[src/rtl/clint_tick_scheduler.sv]
// Bus master that arms one hart's CLINT mtimecmp for a periodic, drift-free tick.
// Reads mtime with a hi/lo/hi snapshot, then writes mtimecmp hi-max, lo, hi so mtip never glitches.
module clint_tick_scheduler #(
  parameter int ADDR_W        = 16,
  parameter int DATA_W        = 32,
  parameter int N_CORES       = 1,
  parameter int HART_W        = 1,
  parameter int MTIMECMP_BASE = 16384,
  parameter int MTIME_BASE    = 49144
) (
  input  logic                clk,
  input  logic                reset,
  input  logic                cfg_en,
  input  logic [HART_W-1:0]   cfg_hart,
  input  logic [63:0]         cfg_period,
  output logic                m_valid,
  output logic [ADDR_W-1:0]   m_address,
  output logic [DATA_W-1:0]   m_wdata,
  output logic [DATA_W/8-1:0] m_wstrb,
  input  logic [DATA_W-1:0]   m_rdata,
  input  logic                m_ready,
  input  logic [N_CORES-1:0]  mtip,
  output logic                tick,
  output logic [31:0]         tick_count,
  output logic                busy
);

  typedef enum logic [3:0] {
    S_IDLE, S_RD_HI0, S_RD_LO, S_RD_HI1, S_WR_MAX, S_WR_LO, S_WR_HI, S_ARMED, S_DIS
  } state_t;

  localparam logic [ADDR_W-1:0] MT_LO = ADDR_W'(MTIME_BASE);
  localparam logic [ADDR_W-1:0] MT_HI = ADDR_W'(MTIME_BASE + 4);

  state_t              state, next;
  logic [HART_W-1:0]   hart_q;
  logic [63:0]         period_q;
  logic [63:0]         target_q;
  logic [31:0]         hi0_q;
  logic [31:0]         lo_q;
  logic [31:0]         count_q;
  logic                gap_q;
  logic [N_CORES-1:0]  mtip_sh;
  logic [ADDR_W-1:0]   cmp_lo;
  logic [ADDR_W-1:0]   cmp_hi;
  logic [31:0]         rd32;
  logic                is_bus;
  logic                req_wr;
  logic [ADDR_W-1:0]   req_addr;
  logic [31:0]         req_data;
  state_t              adv;
  logic                xfer;

  assign mtip_sh    = mtip >> hart_q;
  assign cmp_lo     = ADDR_W'(MTIMECMP_BASE) + ADDR_W'({hart_q, 3'b000});
  assign cmp_hi     = cmp_lo + ADDR_W'(4);
  assign rd32       = m_rdata[31:0];
  assign tick_count = count_q;
  assign xfer       = m_valid && m_ready;

  always_ff @(posedge clk) begin
    if (reset) state <= S_IDLE;
    else       state <= next;
  end

  always_comb begin
    next      = state;
    m_valid   = 1'b0;
    m_address = '0;
    m_wdata   = '0;
    m_wstrb   = '0;
    tick      = 1'b0;
    busy      = 1'b1;
    is_bus    = 1'b1;
    req_wr    = 1'b0;
    req_addr  = '0;
    req_data  = '0;
    adv       = S_IDLE;
    case (state)
      S_IDLE: begin
        busy   = 1'b0;
        is_bus = 1'b0;
        if (cfg_en) next = S_RD_HI0;
      end
      S_ARMED: begin
        busy   = 1'b0;
        is_bus = 1'b0;
        if (!cfg_en) next = S_DIS;
        else if (mtip_sh[0]) begin
          tick = 1'b1;
          next = S_WR_MAX;
        end
      end
      S_RD_HI0: begin req_addr = MT_HI; adv = S_RD_LO; end
      S_RD_LO:  begin req_addr = MT_LO; adv = S_RD_HI1; end
      S_RD_HI1: begin
        req_addr = MT_HI;
        adv      = (rd32 != hi0_q) ? S_RD_LO : S_WR_MAX;
      end
      S_WR_MAX: begin req_wr = 1'b1; req_addr = cmp_hi; req_data = '1;              adv = S_WR_LO; end
      S_WR_LO:  begin req_wr = 1'b1; req_addr = cmp_lo; req_data = target_q[31:0];  adv = S_WR_HI; end
      S_WR_HI:  begin req_wr = 1'b1; req_addr = cmp_hi; req_data = target_q[63:32]; adv = S_ARMED; end
      S_DIS:    begin req_wr = 1'b1; req_addr = cmp_hi; req_data = '1;              adv = S_IDLE; end
      default: begin
        is_bus = 1'b0;
        next   = S_IDLE;
      end
    endcase

    // The registered gap flag forces one idle bus cycle after every completed transfer.
    if (is_bus) begin
      m_valid = !gap_q;
      if (m_valid) begin
        m_address = req_addr;
        m_wdata   = req_wr ? DATA_W'(req_data) : '0;
        m_wstrb   = req_wr ? '1 : '0;
        if (m_ready) next = (!cfg_en && state != S_DIS) ? S_DIS : adv;
      end else if (!cfg_en && state != S_DIS) begin
        next = S_DIS;
      end
    end
  end

  always_ff @(posedge clk) begin
    if (reset) begin
      hart_q   <= '0;
      period_q <= '0;
      target_q <= '0;
      hi0_q    <= '0;
      lo_q     <= '0;
      count_q  <= '0;
      gap_q    <= 1'b0;
    end else begin
      gap_q <= xfer;
      if (state == S_IDLE && cfg_en) begin
        hart_q   <= cfg_hart;
        period_q <= cfg_period;
        count_q  <= '0;
      end
      if (xfer) begin
        case (state)
          S_RD_HI0: hi0_q <= rd32;
          S_RD_LO:  lo_q  <= rd32;
          S_RD_HI1: begin
            if (rd32 != hi0_q) hi0_q <= rd32;
            else               target_q <= {hi0_q, lo_q} + period_q;
          end
          default: ;
        endcase
      end
      // Re-arm from the previous target, not from mtime, so the tick never drifts.
      if (tick) begin
        count_q  <= count_q + 32'd1;
        target_q <= target_q + period_q;
      end
    end
  end

endmodule
[config.mk]
export PLATFORM = sky130hd
export DESIGN_NAME = clint_tick_scheduler
export DESIGN_NICKNAME = d
export VERILOG_FILES = /design/src/rtl/clint_tick_scheduler.sv
export SDC_FILE = /design/constraint.sdc
export NUM_CORES = 1
export LEC_CHECK = 0
export CAP_MARGIN = 15
export CORE_UTILIZATION = 55
export CTS_BUF_LIST = sky130_fd_sc_hd__clkbuf_4 sky130_fd_sc_hd__clkbuf_8
export DETAILED_ROUTE_END_ITERATION = 8
export PLACE_DENSITY = 0.8
export SETUP_SLACK_MARGIN = 0.2
export SLEW_MARGIN = 20
export SYNTH_ARGS = -nofsm -noshare
export SYNTH_HDL_FRONTEND = slang
export SYNTH_SLANG_ARGS = --single-unit
[constraint.sdc]
create_clock -name clk -period 9.26 [get_ports clk]
set_input_delay 0.926 -clock clk [delete_from_list [all_inputs] [get_ports clk]]
set_output_delay 0.926 -clock clk [all_outputs]
set_load 0.03 [all_outputs]
# Word level (Yosys, flattened, before mapping)
# Cells that the tools add are included.
[classes]
shift = 1
n_addsub = 5
n_mux = 36
reduce_logical = 19
n_eq_ne = 12
[ops]
columns = ["op", "count"]
rows = [
  ["$mux W64", 4],
  ["$mux W32", 6],
  ["$add A64 B64 Y64", 2],
  ["$pmux W32 S3", 1],
  ["$pmux W16 S4", 1],
  ["$pmux W32 S2", 1],
  ["$mux W4", 11],
  ["$add A32 B1 Y32 const B", 1],
  ["$mux W16", 2],
  ["$ne A32 B32 Y1", 1],
  ["$pmux W3 S6", 1],
  ["$add A15 B4 Y16 const A", 1],
  ["$add A16 B3 Y16 const B", 1],
  ["$eq A4 B3 Y1 const B", 4],
  ["$pmux W4 S3", 1],
  ["$eq A4 B2 Y1 const B", 2],
  ["$reduce_bool A2 Y1", 4],
  ["$mux W1", 7],
  ["$reduce_or A7 Y1", 1],
  ["$reduce_and A3 Y1", 2],
  ["$reduce_or A2 Y1", 3],
  ["$eq A4 B1 Y1 const B", 1],
  ["$eq A4 B4 Y1 const B", 1],
  ["$logic_not A4 Y1", 1],
  ["other kinds (9)", 13],
]
[totals]
output_inout_bits = 87
word_cells = 81
register_bits = 230
input_bits = 102

# Logic depth before layout (Yosys ltp)
[logic_depth]
depth_word = 7
mapped_depth = 22
mapped_depth_nobuf = 19

# Least setup slack after synthesis
# OpenSTA, ideal clock, no wires.
[synth_timing]
kind = "input-to-reg"
from = "input mtip"
to = "register target_q[63]"
cell_stages = 19
path_buffers = 4
t_arrival_ps = 4940
required_ps = 9186
slack_ps = 4246
setup_time_ps = 74
path_cell_list = "nand2b_1 -> or4_1 -> buf_2 -> inv_2 -> clkbuf_1 -> clkbuf_1 -> nand2_1 -> nand2_1 -> ha_1 -> buf_6 -> a21o_1 -> a21o_1 -> a21oi_2 -> o21ai_1 -> a221o_1 -> a21o_1 -> or3_1 -> a2111o_1 -> a31oi_1"
[synth_between]
elab_chain_cells = 6
elab_cells_between_ends = 9
cone_classes = "1 x eq/ne; 1 x shift; 4 x mux; 3 x reduce/logical"
[synth_rtl]
columns = ["element", "line", "text"]
rows = [
  ["start, declared", "22", "input logic [N_CORES-1:0] mtip,"],
  ["$shr A1 B1 Y1 (*)", "54", "assign mtip_sh = mtip >> hart_q;"],
  ["$mux W1 (*)", "89", "else if (mtip_sh[0]) begin"],
  ["$mux W1 (*)", "88", "if (!cfg_en) next = S_DIS;"],
  ["$mux W1 (*)", "79", "case (state)"],
  ["net tick", "23", "output logic tick,"],
  ["$ne A2 B2 Y1 (no line) / $reduce_bool A2 Y1 (equally long branches)", "--", ""],
  ["$reduce_and A3 Y1 (no line)", "--", ""],
  ["end signal, assigned", "146", "else target_q <= {hi0_q, lo_q} + period_q;"],
  ["end signal, assigned", "154", "target_q <= target_q + period_q;"],
  ["end, declared", "38", "logic [63:0] target_q;"],
]
# Mark *: on every way through the listed nets, which the timed path passes. The rest lies on a longest branch.
# A chain may end at the register's enable or synchronous reset.

# Final worst setup path
[layout_timing]
from = "input cfg_en"
to = "register target_q[63]"
[layout_between]
elab_chain_cells = 4
elab_cells_between_ends = 7
cone_classes = "1 x eq/ne; 3 x mux; 3 x reduce/logical"
[layout_rtl]
columns = ["element", "line", "text"]
rows = [
  ["start, declared", "13", "input logic cfg_en,"],
  ["$mux W1 (*)", "88", ""],
  ["$mux W1 (*)", "79", ""],
  ["$ne A2 B2 Y1 (no line) / $reduce_bool A2 Y1 (equally long branches)", "--", ""],
  ["$reduce_and A3 Y1 (no line)", "--", ""],
]
# Every way passes the cells marked *; elsewhere a longest branch is shown, timed or not.

==> flow_summary.toml <==
[logic_synthesis]
synthXorXnorAreaFrac = 0.0461
syn_area_mm2 = 0.0142
ys.flop_type = "dfxtp_1"
synth_mux_area_frac = 0.0309
synthAdderAreaFrac = 0.0629
ys_warn_count = 0
synth_simple_gate_area_share = 0.267
seq_area_frac_synth = 0.323
synth_compound_area_frac = 0.219
synth_top_family_by_area = "simple AND/OR/NAND/NOR gates"
synth_edf_count = 0
syn_avg_cell_area_um2 = 7.21
async_reset_ff_frac = 0
synth_cells = 1974
synth_seq_cells = 230
synth_cell_types = 78

[clock_tree]
clk_path_buf_depth = 3
cts.repair.resized = 0
htreeDepth = 2
clkLatencyLatePin_ps = 570
path_clk_slew_ps = 60
cts_tree = "done"
cts_root_buffer = "clkbuf_8"
hold_buffers = 0
clock_sinks = 230
post_cts_buffers = 0
numCtsBuffers = 41

[setup_path]
critPathLaunchType = "input pin"
critical_path.max_stage_delay_ps = 660
cp.arrival_ps = 6840
path_delay_family = "buffers and inverters"
criticalPathCategory = "input pin to flip-flop"
cp.required_ps = 9740
crit_path_end_kind = "flip-flop"
cp-startpoint = "cfg_en"
rr_startpoint = "state[2]"
slowest_stage = "or4_2"
path_max_fanout = 72
path_cells = "clkdlybuf4s50_1 -> inv_1 -> or4_2 -> buf_4 -> inv_2 -> buf_4 -> nand2_1 -> nand2_1 -> ha_1 -> and4_1 -> a21oi_1 -> o2111ai_1 -> nor3_2 -> nor4b_2 -> o21ai_2 -> a211oi_2 -> or3_1 -> a2111o_1 -> a31oi_1"
cp_num_buf_inv = 5

[placement]
place_area_mm2 = 0.0161
dp_hpwl_mm = 35.8
placed_cells = 2370
gp_congestion = 0.989
io_buffer_count = 186
pre_cts_ws_ps = 2510

[global_route]
grt_pass1_wl_mm = 73.6
overflow = 0
grt_max_degree = 88
grt.total_usage = 0.357
grt_pass1_vias = 13500
antenna_found_initial = 1

[timing]
finalCriticalPeriod_ps = 6360
tns_ps = 0
slew_viol_final = 0
layout_setup_ws_ps = 2900
setup_viol = 0
max_freq_ghz = 0.157
worst_slew_pin_slew_ps = 1100
hold_viol = 0
rsz0062_at_grt = "no"
finClkSkew_ps = 28.2
relSlewSlack = 0.264
period_share = 0.687

[floorplan]
initial_core_util = 0.564
core_mm2 = 0.0253
die_h_um = 163
die_x_um = 163
num_rows = 58
io_pins = 189
die_area_mm2 = 0.0265

[final_layout]
postLayoutCellArea_mm2 = 0.0170
regArea_mm2 = 0.00460
insertedDiodeCount = 0
area_growth_pct = 19.1
fin_cells = 2441
nets = 2256
fill_cells = 2274
multi_input_area_mm2 = 0.00897
drive_above_1_share = 0.0606

[route]
first_pass_iters = 6
vias = 14800
wl_per_cell_um = 19.8
wirelength_mm = 48.4
drc = 0
drtIter0Drc = 1616
ant_nets = 0
vias_per_cell = 6.08

[pwr]
power_density_mw_per_mm2 = 141
leakage_nw = 6.99
irDropWorstVdd_mv = 0.115
power.total_mw = 2.39

[status]
run_status = "complete, no violations"

[job]
max_cap_violations = 0

[hold_path]
hold_path_startpoint = "lo_q[3]"
worstHoldPathType = "flip-flop to flip-flop"
==> power breakdown <==
part	internal (mW)	switching [mW]
Combinational	0.129	0.199
Clock	0.579	0.447
Sequential	1.02	0.0210
Total	1.72	0.666
==> sequential cells by signal (all words and copies together) (netlist names) <==
signal / flops
period_q: 64
gap_q: 1
tick_count: 32
hi0_q: 32
lo_q: 32
hart_q: 1
state: 4
target_q: 64
==> worst register-to-register path, delay by kind of cell, from the launching register on <==
| family | cells | cell delay, ps |
|---|---|---|
| compound gates | 6 | 1450 |
| fa+ha+maj | 1 | 320 |
| buf+inv | 3 | 1570 |
| flops | 1 | 670 |
| simple gates | 8 | 2010 |
==> cells in the mapped netlist (3+ instances only) <==
master / instances / area share
inv_1: 30 / 0.0079
xor2_1: 48 / 0.030
a221o_1: 3 / 0.0021
a21oi_1: 226 / 0.079
mux2i_1: 35 / 0.025
nor4_1: 16 / 0.0070
nor3_1: 28 / 0.0098
nand3_1: 64 / 0.022
a221oi_1: 32 / 0.020
mux2_2: 7 / 0.0055
xnor2_1: 27 / 0.017
a211oi_1: 13 / 0.0069
a2111oi_0: 3 / 0.0018
a211oi_2: 3 / 0.0026
o21a_1: 23 / 0.012
or2_2: 6 / 0.0026
o21ai_1: 10 / 0.0035
a22oi_1: 3 / 0.0016
or3_1: 12 / 0.0053
o211ai_1: 10 / 0.0053
buf_2: 16 / 0.0056
a21boi_0: 7 / 0.0037
ha_1: 70 / 0.062
clkbuf_1: 93 / 0.025
buf_1: 9 / 0.0024
o21bai_1: 11 / 0.0058
and4_1: 7 / 0.0043
buf_4: 15 / 0.0079
and3_1: 21 / 0.0092
nand4_1: 25 / 0.011
nand2_1: 522 / 0.14
o31ai_1: 8 / 0.0042
a311o_1: 4 / 0.0028
o21ai_0: 56 / 0.020
a31oi_1: 13 / 0.0057
dfxtp_1: 230 / 0.32
nor2_1: 162 / 0.043
nor2b_1: 6 / 0.0026
nand2b_1: 10 / 0.0044
o2111ai_1: 5 / 0.0031
a41oi_1: 3 / 0.0018
a21o_1: 36 / 0.019
==> final timing paths <==
path / endpoint / slack [ps] / cells after the start
setup / recovery: target_q[63] / 2900 / 19
hold / removal: lo_q[3] / 460 / 2
setup reg to reg: target_q[63] / 3120 / 18
hold reg to reg: lo_q[3] / 460 / 2
==> layout make-up <==
| cell class | instances | area share |
|---|---|---|
| flip-flops and latches | 230 | 0.272 |
| clock inverters | 6 | 0.00450 |
| clock buffers | 65 | 0.0472 |
| well taps | 330 | 0.0244 |
| multi-input cells | 1578 | 0.529 |
| repair buffers | 200 | 0.116 |
| inverters | 32 | 0.00708 |
==> logic make-up (layout without fill, tap and decap cells) <==
family	Yosys count	in the layout
other	1	2
xor gates and xnor gates	75	75
and+or+nand+nor	892	892
muxes	43	43
DFF	230	230
buffers and inverters	167	303
adders and majority gates	71	71
AOI/OAI and AO/OA	495	495
==> layer usage <==
layer / up-vias / global-route usage / wire (um)
li1: 7091 / - / -
met1: 6868 / 0.478 / 20400
met2: 728 / 0.545 / 21100
met3: 151 / 0.0685 / 4370
met4: 2 / 0.178 / 2490
met5: - / 0 / 11
==> metrics by stage <==
step	hold WS, ps	util
finish	457	0.671
CTS	455	0.671
detailed placement	447	0.636
floorplan	437	-
global placement	443	0.636
global route	477	0.671
==> cell usage in the layout (no fill, tap or decap), types with 25 or more instances in the layout <==
cell type	count
a21o_1	36
mux2i_1	35
nor3_1	27
a21oi_1	226
nor2_1	159
o21ai_0	56
clkdlybuf4s50_1	185
nand2_1	522
a221oi_1	32
xnor2_1	27
ha_1	70
xor2_1	48
nand3_1	63
clkbuf_8	50
nand4_1	25
inv_1	30
dfxtp_1	230
(Power assumes the default switching activity.)
